File: src/rtl/serial_subtractor_pkg.sv
// Shared definitions for the bit-serial subtractor: FSM encoding, default width,
// and the counter-width helper.
package serial_subtractor_pkg;

  localparam int unsigned SS_WIDTH_DFLT = 32;

  typedef enum logic [1:0] {
    ST_IDLE = 2'd0,
    ST_RUN  = 2'd1,
    ST_DONE = 2'd2
  } state_e;

  // Bits needed to count 0..w-1 RUN cycles.
  function automatic int unsigned cnt_width(input int unsigned w);
    return (w < 2) ? 1 : $clog2(w);
  endfunction

endpackage

File: src/rtl/serial_subtractor_fs.sv
// One-bit full subtractor cell: d = x - y - b_in, with borrow out.
module full_subtractor (
  output logic d,
  output logic b_out,
  input  logic x,
  input  logic y,
  input  logic b_in
);

  logic w_xy;

  assign w_xy  = x ^ y;
  assign d     = w_xy ^ b_in;
  assign b_out = (~x & y) | (~w_xy & b_in);

endmodule

File: src/rtl/serial_subtractor.sv
// Bit-serial WIDTH-bit subtractor, LSB first through a single full-subtractor cell.
// The result is committed to the output registers on the edge leaving DONE.
module serial_subtractor
  import serial_subtractor_pkg::*;
#(
  parameter int unsigned WIDTH = SS_WIDTH_DFLT
) (
  input  logic             clock,
  input  logic             reset,
  input  logic             start,
  input  logic [WIDTH-1:0] a,
  input  logic [WIDTH-1:0] b,
  output logic             busy,
  output logic             done,
  output logic [WIDTH-1:0] diff,
  output logic             borrow_out,
  output logic             overflow
);

  localparam int unsigned CNT_W = cnt_width(WIDTH);

  state_e             r_state;
  state_e             w_state_nxt;
  logic               w_accept;
  logic               w_last;

  logic [WIDTH-1:0]   r_a;
  logic [WIDTH-1:0]   r_b;
  logic [WIDTH-1:0]   r_res;
  logic [CNT_W-1:0]   r_cnt;
  logic               r_brw;
  logic               r_sign_a;
  logic               r_sign_b;

  logic               r_busy;
  logic               r_done;
  logic [WIDTH-1:0]   r_diff;
  logic               r_borrow;
  logic               r_ovf;

  logic               w_d;
  logic               w_bo;

  full_subtractor u_fs (
    .d     (w_d),
    .b_out (w_bo),
    .x     (r_a[0]),
    .y     (r_b[0]),
    .b_in  (r_brw)
  );

  assign w_last = (r_cnt == CNT_W'(WIDTH - 1));

  always_ff @(posedge clock or posedge reset) begin
    if (reset) r_state <= ST_IDLE;
    else       r_state <= w_state_nxt;
  end

  always_comb begin
    w_state_nxt = r_state;
    w_accept    = 1'b0;
    case (r_state)
      ST_IDLE: begin
        if (start) begin
          w_state_nxt = ST_RUN;
          w_accept    = 1'b1;
        end
      end
      ST_RUN:  if (w_last) w_state_nxt = ST_DONE;
      ST_DONE: w_state_nxt = ST_IDLE;
      default: w_state_nxt = ST_IDLE;
    endcase
  end

  // Operand/result shift registers, borrow chain and sign snapshot.
  always_ff @(posedge clock or posedge reset) begin
    if (reset) begin
      r_a      <= '0;
      r_b      <= '0;
      r_res    <= '0;
      r_cnt    <= '0;
      r_brw    <= 1'b0;
      r_sign_a <= 1'b0;
      r_sign_b <= 1'b0;
    end else if (w_accept) begin
      r_a      <= a;
      r_b      <= b;
      r_cnt    <= '0;
      r_brw    <= 1'b0;
      r_sign_a <= a[WIDTH-1];
      r_sign_b <= b[WIDTH-1];
    end else if (r_state == ST_RUN) begin
      r_a   <= r_a >> 1;
      r_b   <= r_b >> 1;
      r_res <= {w_d, r_res[WIDTH-1:1]};
      r_brw <= w_bo;
      r_cnt <= r_cnt + CNT_W'(1);
    end
  end

  // Handshake and held result outputs.
  always_ff @(posedge clock or posedge reset) begin
    if (reset) begin
      r_busy   <= 1'b0;
      r_done   <= 1'b0;
      r_diff   <= '0;
      r_borrow <= 1'b0;
      r_ovf    <= 1'b0;
    end else begin
      r_busy <= (w_state_nxt != ST_IDLE);
      r_done <= (r_state == ST_DONE);
      if (r_state == ST_DONE) begin
        r_diff   <= r_res;
        r_borrow <= r_brw;
        r_ovf    <= (r_sign_a ^ r_sign_b) & (r_res[WIDTH-1] ^ r_sign_a);
      end
    end
  end

  assign busy       = r_busy;
  assign done       = r_done;
  assign diff       = r_diff;
  assign borrow_out = r_borrow;
  assign overflow   = r_ovf;

endmodule

File: config.mk
export PLATFORM = sky130hd
export DESIGN_NAME = serial_subtractor
export DESIGN_NICKNAME = d
export VERILOG_FILES = /design/src/rtl/serial_subtractor_pkg.sv /design/src/rtl/serial_subtractor_fs.sv /design/src/rtl/serial_subtractor.sv
export SDC_FILE = /design/constraint.sdc
export NUM_CORES = 1
export LEC_CHECK = 0
export ABC_AREA = 1
export CAP_MARGIN = 20
export CORE_MARGIN = 2
export CORE_UTILIZATION = 50
export CTS_CLUSTER_DIAMETER = 60
export DETAILED_ROUTE_END_ITERATION = 10
export DONT_BUFFER_PORTS = 1
export PLACE_DENSITY = 0.74
export SYNTH_ARGS = -nofsm -noshare
export SYNTH_HDL_FRONTEND = slang
export SYNTH_SLANG_ARGS = --single-unit
File: constraint.sdc
create_clock -name clock -period 6.3 [get_ports clock]
set_clock_uncertainty 0.2 [all_clocks]
set_input_delay 1.26 -clock clock [delete_from_list [all_inputs] [get_ports clock]]
set_output_delay 1.26 -clock clock [all_outputs]
set_load 0.005 [all_outputs]
==> run_results.csv <==
group,metric,value,unit
status,status,"completed",
floorplan,die_h,113,µm
clock_network,root_buffer,"clkbuf_16",
drt,detail_route.drc_violations,0,
critical_path,timing.rr.start,"r_state[0]$_DFF_PP0_",
floorplan,ioPinCount,103,
critical_path,arrival,0.83,ns
layout,fin_area,0.00655,mm²
yosys,synth.distinct_cells,19,
timing,rsz0062_at_grt,"no",
floorplan,die_x,113,µm
floorplan,start_util,51.3,%
flow_run,maxCapViolCount,0,
clock_network,cts_tree,"done",
global_routing,first_global_vias,4025,
yosys,syn_nets,723,
yosys,syn_area,0.00589,mm²
critical_path,critical_path_class,"flop to output pin",
timing,worstMarginPinSlew,0.989,ns
timing,max_freq,437,MHz
timing,setup_tns,0,ns
timing,final_hold_viol_count,0,
place,dp_cells,757,
clock_network,worst_skew_pair.late_latency,0.41,ns
drt,vias_per_cell,5.36,
layout,instances_no_fill,791,
clock_network,postCtsHoldBufs,0,
layout,antenna_cells,0,
critical_path,worstPathMaxFanout,2,
layout,utilization,57.1,%
timing,relSlewSlack,34.0,%
timing,finalCritPeriodShare,36.3,%
critical_path,crit_start,"overflow$_DFFE_PP0P_",
worst_hold_path,hp-class,"flop to flop",
global_routing,grt_usage,18.9,%
power_and_ir_drop,total_power,3270,µW
global_routing,grt_antenna_before_repair,0,
place,place.gp.congestion,0.740,
power_and_ir_drop,power.leakage,0.00314,µW
clock_network,cts.htree.levels,4,
layout,final_common_cell,"nand2_1",
floorplan,rows,39,
global_routing,grt_first_pass_wirelength,19300,µm
yosys,synthCells,653,
drt,drt_pass1_iterations,5,
layout,nets,705,
clock_network,cts_buffer_depth,2,
yosys,yosysSeqAreaShare,60.4,%
place,io_buffers,0,
critical_path,cp.required,4.84,ns
timing,drv_slew,0,
clock_network,numCtsBuffers,17,
clock_network,post_cts_buffers,0,
drt,via_count,4238,
timing,finalCriticalPeriod,2.29,ns
clock_network,cts.clk_slew.worst_paths,0.06,ns
critical_path,worst_setup_path_start_kind,"flop",
drt,wl,11400,µm
floorplan,dieArea,0.0127,mm²
layout,drive_gt1_share,7.10,%
clock_network,cts_sinks,142,
drt,ant_nets,0,
power_and_ir_drop,pwr_density_cell,499,mW/mm²
yosys,ys_warn_count,0,
drt,post_drt_wl_per_cell,14.5,µm
layout,synthToLayoutAreaGrowth,11.3,%
critical_path,worstSetupEndpointType,"output pin",
layout,final_cell_mix,"nand2_1, dfrtp_1, nand3_1",
clock_network,cts_resized,0,
place,postPlaceCellArea,0.00583,mm²
drt,drt_iter0_drc,418,
timing,setup_viol,0,
worst_hold_path,min_from,"r_res[26]$_DFFE_PP0P_",
place,hpwlAfterDp,6720,µm
yosys,synth-seq-cells,142,
global_routing,grt-ovfl-total,0,
yosys,syn_area_per_cell,9.02,µm²
power_and_ir_drop,peakVddDrop,318,µV
floorplan,core,0.0115,mm²
global_routing,grt_max_degree,135,
-- through the flow --
step,hold slack (ns),worst slack (ns)
2_1_floorplan,0.249,1.03
3_3_place_gp,0.263,3.43
3_5_place_dp,0.261,3.36
4_1_cts,0.291,3.35
5_1_grt,0.309,3.75
6_report,0.285,4.01
-- final timing paths --
path                       cells after the start               endpoint  slack (ns)
min                                            2  r_res[26]$_DFFE_PP0P_        0.29
max in group asynchronous                      2  r_res[30]$_DFFE_PP0P_        4.02
max reg2reg                                    9   r_cnt[3]$_DFFE_PP0P_        4.10
min in group asynchronous                      1    r_a[22]$_DFFE_PP0P_        0.61
min reg2reg                                    2  r_res[26]$_DFFE_PP0P_        0.29
max                                            0               overflow        4.01
-- state kept, by name (all words and copies together) (netlist names) --
name,count
r_cnt,5
r_a,32
borrow_out,1
r_sign_b,1
overflow,1
r_state,2
r_brw,1
r_res,32
busy,1
done,1
r_b,32
r_sign_a,1
diff,32
-- cell usage after synthesis (all sizes together) --
cell type / number / area [µm²]
dfrtp: 142 / 3550
fa: 1 / 20.0
o22ai: 1 / 6.26
buf: 33 / 231
a21oi: 1 / 5.00
nand2: 212 / 808
o21ai: 70 / 350
nor2: 8 / 37.5
inv: 44 / 165
clkbuf: 9 / 33.8
nand3: 130 / 651
ha: 2 / 25.0
-- logic make-up after synthesis --
| group | Yosys count | share of synthesized area, % |
|---|---|---|
| fa+ha+maj | 3 | 0.765 |
| simple gates | 350 | 25.4 |
| flops | 142 | 60.4 |
| buf+inv | 86 | 7.31 |
| compound gates | 72 | 6.14 |
-- power breakdown --
| group | switching (µW) | internal (µW) |
|---|---|---|
| registers | 182 | 1240 |
| clock network | 365 | 754 |
| logic | 471 | 263 |
| total | 1020 | 2250 |
-- metal layers --
layer	vias to the layer above	GRT usage [%]	routed length, µm
met2	147	28.8	5400
li1	2068	-	-
met5	-	0	0
met1	2013	25.8	5040
met4	0	7.07	119
met3	10	5.72	870
-- worst min-delay path, cell delays in order (launching register included) --
cell,delay [ns]
dfrtp_1,0.34
nand2_1,0.05
o21ai_0,0.06
-- layout make-up --
class,count,area (µm²)
Clock buffer,22,494
Clock inverter,10,181
Fill cell,1000,4920
Inverter,44,170
Multi-Input combinational cell,425,1900
Sequential cell,142,3550
Tap cell,143,179
Timing Repair Buffer,5,70.1
Power figures use the tool's default switching activity.
